**src/rtl/relax_step_sequencer_pkg.sv**
```systemverilog
// Shared definitions for the relaxation-step sequencer: state encoding and strobe bit positions.
package relax_step_sequencer_pkg;

    typedef enum logic [2:0] {
        ST_IDLE = 3'd0,
        ST_LOAD = 3'd1,
        ST_STEP = 3'd2,
        ST_WAIT = 3'd3,
        ST_DONE = 3'd4
    } state_e;

    localparam int STB_LOAD = 0;
    localparam int STB_STEP = 1;
    localparam int STB_DONE = 2;
    localparam int STB_W    = 3;

    // One-hot strobe vector that is high while the FSM sits in state s.
    function automatic logic [STB_W-1:0] strobes_for(input state_e s);
        logic [STB_W-1:0] stb;
        stb = '0;
        case (s)
            ST_LOAD: stb[STB_LOAD] = 1'b1;
            ST_STEP: stb[STB_STEP] = 1'b1;
            ST_DONE: stb[STB_DONE] = 1'b1;
            default: stb = '0;
        endcase
        return stb;
    endfunction

endpackage

```
**src/rtl/relax_step_sequencer_settle_counter.sv**
```systemverilog
// Iteration and quiet-response counters; flags settle on the current response and the step limit.
module relax_settle_counter #(
    parameter int MAX_ITERS   = 16,
    parameter int QUIET_ITERS = 3,
    parameter int CW          = 5
) (
    input  logic          eclk,
    input  logic          erst_n,
    input  logic          clr,
    input  logic          inc,
    input  logic          resp,
    input  logic          chg,
    output logic [CW-1:0] it_cnt,
    output logic          settled,
    output logic          limit
);

    logic [CW-1:0] quiet_cnt;
    logic [CW-1:0] q_next;

    assign q_next  = chg ? '0 : quiet_cnt + 1'b1;
    assign settled = resp && (q_next == CW'(QUIET_ITERS));
    assign limit   = (it_cnt == CW'(MAX_ITERS));

    // quiet_cnt drops back to 0 on settle so it never reaches QUIET_ITERS.
    always_ff @(posedge eclk or negedge erst_n) begin
        if (!erst_n) begin
            it_cnt    <= '0;
            quiet_cnt <= '0;
        end else if (clr) begin
            it_cnt    <= '0;
            quiet_cnt <= '0;
        end else begin
            if (inc)
                it_cnt <= it_cnt + 1'b1;
            if (resp)
                quiet_cnt <= settled ? '0 : q_next;
        end
    end

endmodule

```
**src/rtl/relax_step_sequencer.sv**
```systemverilog
// Run sequencer for the switch-level relaxation network: load pads, step until settled or limit, sample.
module relax_step_sequencer
    import relax_step_sequencer_pkg::*;
#(
    parameter int MAX_ITERS   = 16,
    parameter int QUIET_ITERS = 3,
    parameter int CW          = 5
) (
    input  logic          eclk,
    input  logic          erst_n,
    input  logic          req,
    input  logic          req_phase,
    input  logic          chg_valid,
    input  logic          chg,
    input  logic          clr_sticky,
    output logic          phase,
    output logic          pad_load,
    output logic          step,
    output logic          sample,
    output logic          ack,
    output logic [CW-1:0] iters,
    output logic          timeout,
    output logic          timeout_sticky
);

    state_e           state, state_nxt;
    logic             resp, settled, limit, run_settled;
    logic [CW-1:0]    it_cnt;
    logic [STB_W-1:0] stb_nxt;

    assign resp    = (state == ST_WAIT) && chg_valid;
    assign stb_nxt = strobes_for(state_nxt);

    relax_settle_counter #(
        .MAX_ITERS  (MAX_ITERS),
        .QUIET_ITERS(QUIET_ITERS),
        .CW         (CW)
    ) u_cnt (
        .eclk   (eclk),
        .erst_n (erst_n),
        .clr    ((state == ST_IDLE) && req),
        .inc    (state == ST_STEP),
        .resp   (resp),
        .chg    (chg),
        .it_cnt (it_cnt),
        .settled(settled),
        .limit  (limit)
    );

    always_comb begin
        state_nxt = state;
        case (state)
            ST_IDLE: if (req) state_nxt = ST_LOAD;
            ST_LOAD: state_nxt = ST_STEP;
            ST_STEP: state_nxt = ST_WAIT;
            ST_WAIT: if (resp) state_nxt = (settled || limit) ? ST_DONE : ST_STEP;
            ST_DONE: state_nxt = ST_IDLE;
            default: state_nxt = ST_IDLE;
        endcase
    end

    // Strobes are registered from the next state so they are high exactly while in that state.
    always_ff @(posedge eclk or negedge erst_n) begin
        if (!erst_n) begin
            state          <= ST_IDLE;
            phase          <= 1'b0;
            pad_load       <= 1'b0;
            step           <= 1'b0;
            sample         <= 1'b0;
            ack            <= 1'b0;
            iters          <= '0;
            timeout        <= 1'b0;
            timeout_sticky <= 1'b0;
            run_settled    <= 1'b0;
        end else begin
            state    <= state_nxt;
            pad_load <= stb_nxt[STB_LOAD];
            step     <= stb_nxt[STB_STEP];
            sample   <= stb_nxt[STB_DONE];
            ack      <= stb_nxt[STB_DONE];
            if ((state == ST_IDLE) && req)
                phase <= req_phase;
            if (resp)
                run_settled <= settled;
            if (state == ST_DONE) begin
                iters   <= it_cnt;
                timeout <= ~run_settled;
            end
            // A timeout run completing in the same cycle as clr_sticky keeps the flag set.
            if (clr_sticky)
                timeout_sticky <= 1'b0;
            if ((state == ST_DONE) && !run_settled)
                timeout_sticky <= 1'b1;
        end
    end

endmodule

```
**config.mk**
```make
export PLATFORM = sky130hd
export DESIGN_NAME = relax_step_sequencer
export DESIGN_NICKNAME = d
export VERILOG_FILES = /design/src/rtl/relax_step_sequencer_pkg.sv /design/src/rtl/relax_step_sequencer_settle_counter.sv /design/src/rtl/relax_step_sequencer.sv
export SDC_FILE = /design/constraint.sdc
export NUM_CORES = 1
export LEC_CHECK = 0
export ABC_AREA = 1
export CAP_MARGIN = 10
export CORE_MARGIN = 4
export CORE_UTILIZATION = 55
export DETAILED_ROUTE_END_ITERATION = 8
export PLACE_DENSITY = 0.82
export REMOVE_ABC_BUFFERS = 1
export SKIP_LAST_GASP = 1
export SYNTH_ARGS = -nofsm -noshare
export SYNTH_HDL_FRONTEND = slang
export SYNTH_SLANG_ARGS = --single-unit
export TNS_END_PERCENT = 5
```
**constraint.sdc**
```tcl
create_clock -name eclk -period 2.9 [get_ports eclk]
set_input_delay 0.58 -clock eclk [delete_from_list [all_inputs] [get_ports eclk]]
set_output_delay 0.58 -clock eclk [all_outputs]
set_load 0.1 [all_outputs]
```
# Word level (Yosys, flattened, before mapping)
# Cells that the tools add are included.
totals:
  regBits: 25
  out_inout_bits: 12
classes:
  n_reduce_logical: 10
  bitwise: 1
  mux: 15
  eq_ne: 9
  n_addsub: 2
op_table:
  columns: ["op", "n"]
  rows:
  - ["$mux W5", 6]
  - ["$pmux W3 S4", 1]
  - ["$add A5 B1 Y5 const B", 2]
  - ["$eq A3 B2 Y1 const B", 3]
  - ["$mux W3", 3]
  - ["$eq A3 B1 Y1 const B", 2]
  - ["$eq A3 B3 Y1 const B", 2]
  - ["$reduce_bool A2 Y1", 3]
  - ["$eq A5 B2 Y1 const B", 1]
  - ["$eq A5 B5 Y1 const B", 1]
  - ["$mux W1", 5]
  - ["$logic_and A1 B1 Y1", 4]
  - ["$logic_not A3 Y1", 1]
  - ["$logic_not A1 Y1", 1]
  - ["$logic_or A1 B1 Y1", 1]
  - ["$not A1 Y1", 1]

# Longest topological paths before layout
depth:
  ltp_word: 10
  depth_mapped: 11

# Cells and area by module
# A second synthesis with hierarchy kept.
hier_totals:
  hier_cells: 146
  area_unflattened_um2: 1206.2
modules_own_cells:
  columns: ["mod", "cells_each", "instances", "area_each_um2"]
  rows:
  - ["relax_step_sequencer", 71, 1, 630.6]
  - ["relax_settle_counter", 75, 1, 575.6]

# Worst setup path before layout
# No wires, ideal clock.
synth_path:
  path_type: "register -> output"
  start: "register ack (netlist name)"
  end: "output port sample"
  n_path_buf: 1
  stages_incl_launch_ff: 2
  t_required_ps: 2320
  slack_ps: 996
  arrival_ps: 1324
  cell_sequence: "dfrtp_1 -> buf_4"
synth_lines:
  columns: ["element", "line_no", "source"]
  rows:
  - ["end, declared", "relax_step_sequencer.sv:19", "output logic sample,"]

# Worst setup path in the final report
layout_path:
  start: "register iters[2]"
  end: "output port iters[2]"
layout_lines:
  columns: ["element", "line_no", "source"]
  rows:
  - ["start, declared", "relax_step_sequencer.sv:21", "output logic [CW-1:0] iters,"]
  - ["start signal, assigned", "relax_step_sequencer.sv:86", "iters <= it_cnt;"]
# No word-level cell between the ends.

==> summary.md <==
* 25.7% — layout cell share with drive strength beyond 1
* 0 — antenna violations before repair
* 0.635 GHz — highest clock rate
* 70.8% — max-slew headroom at the worst pin
* 53.8 um — width of the die
* primary output — crit end category
* 5.11 — mean number of vias per cell
* 17.4% — All-Layer GR Usage
* 0.38 ns — crit-path max cell delay
* buf_4 — critical-path cell list
* flip-flop — element type at the critical path start
* 22 — number of unique standard cell types used by synthesis
* 58.1% — initial core utilization
* no — setup repair after global routing missed its margin
* 0 — max-cap check violation count
* 1.37 ns — FF-to-FF setup slack
* 1.48 mm — detailed-placement wirelength estimate
* 0 — number of endpoints failing setup at the final stage
* 25 — clock net sink count
* step — Crit Reg-Reg Endpoint
* 7 — initial detailed-routing violation count
* 155 — final net count
* clkbuf_4 — root cell of the clock tree
* 16 — number of placement rows
* 13.0% — Clk network pwr share
* 3.88% — met3 Track Usage GR
* 1.01 ns — Placement Setup Slack
* 27.6% — GR met2 Demand/Resource
* 598 uV — maximum VDD drop
* 873 — vias after detailed routing
* 43.5% — part of the total power dissipated in combinational logic
* 0 — drt drc
* 0.813 — GP Congestion
* 1980 um^2 — floorplan core area
* 25 — #FFs+latches synth
* u_cnt.quiet_cnt[0] — critical register-to-register path startpoint
* 0.14 ns — post-CTS clock slew at the launch and capture registers of the worst setup and hold paths
* 53.8 um — overall die height
* 54.3% — period utilization
* 46.0% — switching share of power
* 647 uW — cell internal pwr
* 3.63 mm — wire length of the first global-routing pass
* 0 — final slew viol count
* 11 — cell count of the worst reg-to-reg path
* 9.29 um^2 — mean post-synth cell area
* 0 — Ant. Diodes
* 0 — total setup buffers inserted after CTS
* 2.00 mm — Routed Wire Length
* dfrtp_1 — cell accounting for the most synthesized area
* dfrtp_1 54%, nand2_1 7.8%, inv_1 4.9%, nand3_1 4.3%, ha_1 3.3% — synth top area cells
* 43.5% — portion of total power attributed to sequential cells
* built — CTS tree
* 885 nW/um^2 — power density normalized to cell area
* 2 — Bufs on Longest Clock Path
* 0 ns — Setup TNS
* dfrtp_1 — standard cell with the maximum stage delay on the critical path
* 18 — number of input and output port buffers inserted
* met2 — Top Usage Layer GRT
* 1 — Buf/Inv on CP
* 100% — Post-synth ARST share
* 1.58 ns — minimum clock period after layout
* 0.00940 ns — clock tree skew after final layout
* 0 — Yosys warnings
* 3 — total clock buffers created by CTS
* 2 — worst-path maximum fanout
* 1150 um^2 — mapped cell area
* 0.000725 uW — Leak Pwr
* 23.3% — global routing met1 resource utilization
* 1.00 ns — arrival time at the worst endpoint
* reg -> out — Crit Path Category
* 124 — number of cells produced by synthesis
* 19 — Top-Level Pins
* 0 — remaining number of nets flagged by the antenna check after routing
* 1.32 ns — post-layout worst setup margin
* 0 — post-cts sizing count
* 26 — largest net degree at the start of global routing
* finished clean — status
* 1 — number of H-tree levels
* 1 — logic depth of the worst setup path including buffers
* iters[2] — beginning of the critical path
* dfrtp_1 — flip-flop cell with the highest count after synthesis
* 17.5% — synth-to-layout area growth
* 0.437 ns — Worst-Margin Slew
* 163 — Filler Cell Count
* 54.3% — fraction of synthesized cell area taken by the top area cell type
* 11.7 um — detail-routed net length per standard cell
* 859 — number of global-route vias before repair
* 0 — quantity of hold-fixing buffers added after cts
* 0.501 ns — WHS
* 0 — number of synthesized flops with an enable pin
* flip-flops — top cell family by delay on the critical path
* 54.3% — portion of the post-synthesis area used by sequential elements
* iters[2] — capturing element of the worst setup path
* 2890 um^2 — die area
* 2.32 ns — Worst Path Required
* 0 — Overflow after GRT
* 0.32 ns — source-to-sink clock delay at the later pin of the worst-skew pair
* 551 uW — net switching power of the design
* 4 — Pre-Repair DR Iteration Count
* reg -> reg — Hold Crit Class
* 0 — hold violation total from the final report
[through the flow]
| stage | util [%] | cells | instance area [um^2] | total power (uW) |
|---|---|---|---|---|
| floorplan | - | 121 | 1130 | 933 |
| global placement | 66.9 | 167 | 1330 | 1030 |
| detailed placement | 66.9 | 167 | 1330 | 1050 |
| CTS | 68.3 | 171 | 1350 | 1210 |
| global route | 68.3 | 171 | 1350 | 1290 |
| finish | 68.3 | 171 | 1350 | 1200 |
[layout by cell type (no fill, tap or decap), drive strengths merged]
master         synthesis  final
or2                    1      1
clkbuf                 0      3
nand4                  5      5
a21oi                  3      3
nor2                   8      8
ha                     3      3
clkinv                 1      2
clkdlybuf4s50          0      6
mux2                   1      1
a211o                  1      1
o22ai                  3      3
nand2                 29     29
buf                    3     13
o21ai                  9      9
dfrtp                 25     25
nand3                 13     13
inv                   18     18
nor3                   1      1
[cell usage after synthesis, types with 4 or more instances]
master and number:
inv_1 15, nand3_1 10, dfrtp_1 25, nor2_1 4
o21ai_1 4, nor2_2 4, nand4_1 5, nand2_2 5
o21ai_0 5, nand2_1 24
[power by group through the flow]
stage	sequential, uW	combinational, uW	clock (uW)
global route	540	583	171
global placement	523	509	0
finish	521	521	156
detailed placement	528	526	0
floorplan	669	264	0
CTS	521	528	160
[layer usage]
layer  wire length, um  vias up  part of all wire, %
met5                 0        -                    0
met4                44        0                  2.2
met3                77        6                  3.8
met2               947       15                   47
met1               935      406                   47
li1                  -      446                    -
[flip-flops by register name, indices dropped and copies added (netlist names)]
signal,flops
run_settled,1
iters,5
ack,1
timeout,1
step,1
timeout_sticky,1
u_cnt.it_cnt,5
state,3
u_cnt.quiet_cnt,5
pad_load,1
phase,1
[area by class of cell]
class | count | area, um^2 | share of cell area, %
flip-flops and latches | 25 | 626 | 46.2
multi-input cells | 77 | 437 | 32.3
repair buffers | 19 | 158 | 11.6
inverters | 19 | 72.6 | 5.36
well taps | 27 | 33.8 | 2.50
clock buffers | 3 | 22.5 | 1.66
clock inverters | 1 | 5.00 | 0.370
[how the worst min path moves through the flow]
stage / slack (ns) / depth (start not counted) / endpoint / startpoint
after global routing: 0.52 / 2 / iters[0] / iters[0]
after global placement: 0.46 / 2 / timeout / timeout
after CTS: 0.51 / 2 / timeout / timeout
final: 0.50 / 2 / iters[3] / iters[3]
after detailed placement: 0.47 / 2 / phase / phase
after floorplan: 0.28 / 0 / ack / erst_n
[logic make-up (layout without fill, tap and decap cells)]
| kind of cell | Yosys count | count (layout) | share of synthesized area [%] |
|---|---|---|---|
| adder cells (fa/ha/maj) | 3 | 3 | 3.26 |
| multiplexers | 1 | 1 | 1.30 |
| AO/OA/AOI/OAI | 16 | 16 | 7.71 |
| flip-flops | 25 | 25 | 54.3 |
| AND/OR/NAND/NOR | 57 | 57 | 25.6 |
| buffers and inverters | 22 | 42 | 7.82 |
No activity file was read; power rests on OpenSTA's default activity.
